$ cat src/rtl/io_input_conditioner.sv
// Input pin conditioner: double-flop synchroniser, whole-word debouncer and
// sticky per-bit rising-edge flags feeding one I/O buffer input port.
module io_input_conditioner #(
    parameter int WIDTH           = 32,
    parameter int DEBOUNCE_CYCLES = 4
) (
    input  logic             CLK,
    input  logic             RST,
    input  logic [WIDTH-1:0] PIN_IN,
    input  logic [WIDTH-1:0] CLR_EDGES,
    output logic [WIDTH-1:0] PORT_OUT,
    output logic [WIDTH-1:0] EDGE_FLAGS,
    output logic             CHANGED
);

    localparam int CNT_W = $clog2(DEBOUNCE_CYCLES) + 1;
    localparam logic [CNT_W-1:0] CNT_LAST = CNT_W'(DEBOUNCE_CYCLES - 1);

    typedef enum logic {
        IDLE,
        SETTLE
    } state_t;

    state_t           state;
    state_t           state_nxt;
    logic [WIDTH-1:0] sync1;
    logic [WIDTH-1:0] sync2;
    logic [WIDTH-1:0] cand;
    logic [WIDTH-1:0] rise_set;
    logic [CNT_W-1:0] cnt;
    logic             load_cand;
    logic             cnt_clr;
    logic             cnt_inc;
    logic             commit;

    // State register
    always_ff @(posedge CLK or negedge RST) begin
        if (!RST) begin
            state <= IDLE;
        end else begin
            state <= state_nxt;
        end
    end

    // Next-state logic
    always_comb begin
        state_nxt = state;
        case (state)
            IDLE: begin
                if (sync2 != PORT_OUT) begin
                    state_nxt = SETTLE;
                end
            end
            SETTLE: begin
                if (sync2 == PORT_OUT) begin
                    state_nxt = IDLE;
                end else if (sync2 != cand) begin
                    state_nxt = SETTLE;
                end else if (cnt == CNT_LAST) begin
                    state_nxt = IDLE;
                end
            end
            default: state_nxt = IDLE;
        endcase
    end

    // Control decode; priority in SETTLE is bounce-back, restart, commit, count
    always_comb begin
        load_cand = 1'b0;
        cnt_clr   = 1'b0;
        cnt_inc   = 1'b0;
        commit    = 1'b0;
        case (state)
            IDLE: begin
                if (sync2 != PORT_OUT) begin
                    load_cand = 1'b1;
                    cnt_clr   = 1'b1;
                end
            end
            SETTLE: begin
                if (sync2 == PORT_OUT) begin
                    cnt_clr = 1'b1;
                end else if (sync2 != cand) begin
                    load_cand = 1'b1;
                    cnt_clr   = 1'b1;
                end else if (cnt == CNT_LAST) begin
                    commit  = 1'b1;
                    cnt_clr = 1'b1;
                end else begin
                    cnt_inc = 1'b1;
                end
            end
            default: ;
        endcase
        rise_set = commit ? (cand & ~PORT_OUT) : '0;
    end

    // Synchroniser and datapath registers
    always_ff @(posedge CLK or negedge RST) begin
        if (!RST) begin
            sync1      <= '0;
            sync2      <= '0;
            cand       <= '0;
            cnt        <= '0;
            PORT_OUT   <= '0;
            EDGE_FLAGS <= '0;
            CHANGED    <= 1'b0;
        end else begin
            sync1 <= PIN_IN;
            sync2 <= sync1;
            if (load_cand) begin
                cand <= sync2;
            end
            if (cnt_clr) begin
                cnt <= '0;
            end else if (cnt_inc) begin
                cnt <= cnt + CNT_W'(1);
            end
            if (commit) begin
                PORT_OUT <= cand;
            end
            CHANGED    <= commit;
            // Set wins over a simultaneous clear of the same bit
            EDGE_FLAGS <= (EDGE_FLAGS & ~CLR_EDGES) | rise_set;
        end
    end

endmodule

$ cat config.mk
export PLATFORM = sky130hd
export DESIGN_NAME = io_input_conditioner
export DESIGN_NICKNAME = d
export VERILOG_FILES = /design/src/rtl/io_input_conditioner.sv
export SDC_FILE = /design/constraint.sdc
export NUM_CORES = 1
export LEC_CHECK = 0
export ABC_AREA = 1
export CAP_MARGIN = 40
export CORE_MARGIN = 4
export CORE_UTILIZATION = 55
export CTS_BUF_LIST = sky130_fd_sc_hd__clkbuf_8
export DETAILED_ROUTE_END_ITERATION = 6
export PLACE_DENSITY = 0.83
export SYNTH_ARGS = -nofsm -noshare
export SYNTH_HDL_FRONTEND = slang
export SYNTH_SLANG_ARGS = --single-unit
$ cat constraint.sdc
create_clock -name CLK -period 1.9 [get_ports CLK]
set_clock_uncertainty 0.05 [all_clocks]
set_input_delay 0.38 -clock CLK [delete_from_list [all_inputs] [get_ports CLK]]
set_output_delay 0.38 -clock CLK [all_outputs]
set_load 0.02 [all_outputs]
# --- Yosys cells after proc, flatten, opt, wreduce, memory -nomap -nowiden ---
# Cells that the tools add are included.
word_totals:
  regBits: 165
  latch_bits: 0
  ram_bits: 0
  romBits: 0
  input_bits: 66
  out_inout_bits: 65
  memories: 0
classes:
  addsub: 1
  multipliers: 0
  div: 0
  n_lt_le_gt_ge: 0
  n_eq_ne: 4
  shifts: 0
  muxes: 21
  bitwise: 6
  reduce_logical: 1
op_table:
  columns: ["cell", "count"]
  rows:
  - ["bitwise AND 32 bit", 2]
  - ["!= test 32 bit", 2]
  - ["NOT 32 bit", 2]
  - ["== test 32 bit", 1]
  - ["2-to-1 mux 32 bit", 1]
  - ["OR 32 bit", 1]
  - ["2-to-1 mux 1 bit", 15]
  - ["2-to-1 mux 3 bit", 2]
  - ["case mux 1 bit (2 select lines)", 3]
  - ["adder 3 x 1 -> 3 bit, second input constant", 1]
  - ["== test 3 x 2 -> 1 bit, second input constant", 1]
  - ["nonzero test 2 bit", 1]
  - ["NOT 1 bit", 1]

# --- Depth between registers and ports, before layout ---
depth:
  word_depth: 7
  mapped_depth: 14
  mapped_depth_nobuf: 13

# --- Worst setup path before layout ---
# OpenSTA, ideal clock, no wires.
synth_path:
  path_kind: "flip-flop to flip-flop"
  start: "register PORT_OUT[21]"
  end: "register cand[20]"
  setup_ns: 0.117
  arrival_ns: 1.548
  path_slack_ns: 0.186
  stages_incl_launch_ff: 13
  path_buffers: 2
  path_cell_list: "dfrtp_1 inv_1 nand2_1 nand2_1 nor2_1 and2_1 nand2_1 nor2_1 nand2_2 buf_4 buf_6 nand3_1 nand2_1"
synth_between:
  elab_chain_len: 3
  word_cells_on_any_way: 5
synth_lines:
  columns: ["element", "line_no", "rtl"]
  rows:
  - ["start: declaration", "11", "output logic [WIDTH-1:0] PORT_OUT,"]
  - ["start signal: assignment", "120", "PORT_OUT <= cand;"]
  - ["== test 32 bit / != test 32 bit (equally long branches)", "81, 75", null]
  - ["2-to-1 mux 1 bit, on equally long branches", "81, 75", null]
  - ["case mux 1 bit (2 select lines) *", "73", "case (state)"]
  - ["end signal: assignment", "112", "cand <= sync2;"]
  - ["end: declaration", "28", "logic [WIDTH-1:0] cand;"]
# Mark *: on every way between the ends. The rest lies on a longest branch, timed or not.
# A chain may end at the register's enable or synchronous reset.

# --- Worst setup path after layout ---
layout_path:
  start: "register cand[15]"
  end: "register cand[22]"
layout_between:
  elab_chain_len: 4
layout_lines:
  columns: ["element", "line_no", "rtl"]
  rows:
  - ["!= test 32 bit", "83", "end else if (sync2 != cand) begin"]
  - ["2-to-1 mux 1 bit", "83", null]
  - ["2-to-1 mux 1 bit", "81", "if (sync2 == PORT_OUT) begin"]
  - ["case mux 1 bit (2 select lines)", "73", null]
# No other way between the ends.

==> impl_metrics.toml <==
[worst_setup_path]
r2r_end = "cand[22]$_DFFE_PN0P_"
critPathTopFamily = "simple AND/OR/NAND/NOR gates"
r2r_slack_ns = -0.08
critPathBufInv = 2
reg2reg_depth = 12
crit_fanout = 9
max_stage_delay_ns = 0.42
crit_path_start_kind = "register"
crit_required_ns = 2.25
crit_top_cell = "nand2_1"
crit_arrival_ns = 2.33
cpMaxStageDelayCell = "dfrtp_1"
end_kind = "register"
cp_cell_sequence = "inv_1 -> nand2_1 -> nand2_1 -> nand2_1 -> nor3_1 -> nand2_1 -> nor2_1 -> nand3_2 -> nand2_4 -> clkbuf_16 -> nand2_1 -> nand2_1"
endpoint = "cand[22]$_DFFE_PN0P_"
critical_path.startpoint = "cand[15]$_DFFE_PN0P_"
crit_cells = 12
r2r_start = "cand[15]$_DFFE_PN0P_"
path_class = "register to register"

[clock_tree]
cts-htree-levels = 4
clk_latency_ns = 0.47
cts_tree = "yes"
clockRootBuffer = "clkbuf_8"
cts.clk_slew.worst_paths_ns = 0.08
cts_buffer_depth = 2
cts.sinks = 165
cts_inserted_buffers = 17

[place]
place_ws_ns = -0.0200
dp.cells = 1193
gp_congestion = 0.952
dp_hpwl_um = 13400
portBuffers = 130

[routing]
wl_per_cell_um = 17.3
antenna_left = 0
drt_first_pass_iters = 5
routed_wl_um = 21700
via_per_inst = 5.43
num_vias = 6799
drc = 0
dr.first_iter.drc_count = 824

[yosys]
avgSynthCellArea_um2 = 8.35
syn-num-nets = 948
yosysUniqueCellTypes = 23
synth_area_leaders = "dfrtp_1 56%, nand2_1 16%, inv_1 5.4%, nand3_1 5.3%, nor2_1 4.2%"
synth-seq-cells = 165
synth_area_leader_cell = "dfrtp_1"
syn_area_um2 = 7340
ys_warn_count = 0
yosysSeqAreaShare = 0.562
netlist.area_leader.share = 0.562
syn_inst = 880

[sta]
fin_crit_ns = 1.98
tightest_slew_ns = 0.464
max_slew_margin = 0.691
final.setup.worst_slack_ns = -0.0803
rsz0062_at_grt = "true"
slew_violations = 0
timing.final.crit_share = 1.04
finalHoldViolations = 0
fmaxAchievable_ghz = 0.505
setup_viol = 84

[finish]
layout.cells.non_filler = 1253
syn_to_final_growth_pct = 38.2
drive_gt1_frac = 0.173
final_nets = 1137
fin_util = 0.792
final_common_cell = "nand2_1"
diodes = 0
most-common-layout-cells = "280 x nand2_1, 148 x dfrtp_1, 103 x inv_1"

[floorplan]
die_h_um = 124
dieArea_um2 = 15300
start_util = 0.573
num_rows = 41
die_w_um = 124
ios = 131
core_area_um2 = 12800

[grt]
top_usage_layer = "met2"
met1_usage = 0.351
grt_pass1_wl_um = 30400
use_met3 = 0.0695
grt_pass1_vias = 6179
use_met2 = 0.401
grt_start_max_net_pins = 52
grt_overflow = 0
antenna_found_initial = 0
track_usage = 0.262

[outcome]
violations = "negative setup slack"
status = "finished with violations"

[power]
powerDensity_nw_per_um2 = 684
vdd_drop_max_v = 0.000437
power.leakage_nw = 5.61

[job]
drv_cap = 0

[min_path]
hold_path.class = "input port to register"
==> what timing repair did <==
item	CTS	global route
pin swaps	0	35
setup endpoints to repair	79	112
gates resized for setup	39	118
hold endpoints to repair	43	0
hold buffers	1	0
cloned	0	7
setup buffers	0	21
==> state kept, by name, indices dropped and copies added, names as in the netlist <==
register	cells
EDGE_FLAGS	32
sync2	32
cand	32
sync1	32
PORT_OUT	32
CHANGED	1
state	1
cnt	3
==> worst min path at each step <==
stage / start / to / slack (ns) / depth (start not counted)
floorplan: RST / CHANGED$_DFF_PN0_ / 0.03 / 0
global placement: sync1[13]$_DFF_PN0_ / sync2[13]$_DFF_PN0_ / 0.28 / 0
detailed placement: sync1[13]$_DFF_PN0_ / sync2[13]$_DFF_PN0_ / 0.28 / 0
CTS: PIN_IN[19] / sync1[19]$_DFF_PN0_ / 0.27 / 1
global route: PIN_IN[31] / sync1[31]$_DFF_PN0_ / 0.27 / 1
finish: PIN_IN[19] / sync1[19]$_DFF_PN0_ / 0.29 / 1
==> cell type report <==
class | instances | area, um^2
fillers | 789 | 2670
repair buffers | 199 | 2060
clock inverters | 12 | 139
flip-flops and latches | 165 | 4150
clock buffers | 19 | 262
multi-input cells | 576 | 2920
well taps | 172 | 215
inverters | 110 | 413
==> synth_stat cells, drive strengths merged <==
cell type / instances
nand2: 315
dfrtp: 165
inv: 108
nor2: 86
nand3: 79
nand4: 41
xnor2: 33
buf: 24
xor2: 13
clkbuf: 5
and2: 3
nor3: 3
clkinv: 2
ha: 2
a21oi: 1
==> through the flow <==
step / setup TNS, ns / hold slack (ns) / instance area, um^2 / power (mW)
3_5_place_dp: -0.150 / 0.285 / 9080 / 4.32
6_report: -2.32 / 0.292 / 10200 / 6.95
3_3_place_gp: 0 / 0.281 / 9080 / 4.30
5_1_grt: -16.84 / 0.270 / 10200 / 7.22
4_1_cts: 0 / 0.275 / 9480 / 6.85
2_1_floorplan: 0 / 0.0344 / 7340 / 4.00
==> worst reg2reg max path: cells and delay by family, from the launching register on <==
kind	cells	cell delay, ns
simple gates	10	1.16
flops	1	0.42
buf+inv	2	0.28
==> cell families after synthesis <==
group                      Yosys count  share of synthesized area
DFF                                165                      0.562
and+or+nand+nor                    527                      0.301
buffers and inverters              139                     0.0775
xor gates and xnor gates            46                     0.0549
AOI/OAI and AO/OA                    1                   0.000681
adders and majority gates            2                    0.00341
==> where the power goes <==
part / leakage (nW) / switching (mW) / internal (mW)
clock: 0.213 / 1.23 / 1.34
combinational: 3.34 / 0.324 / 0.311
sequential: 2.06 / 0.120 / 3.62
==> metal layers <==
metal	up-vias	routed length, um
met3	107	2650
met5	-	0
met1	3120	7930
li1	3086	-
met2	486	10300
met4	0	875
Power figures use the tool's default switching activity.
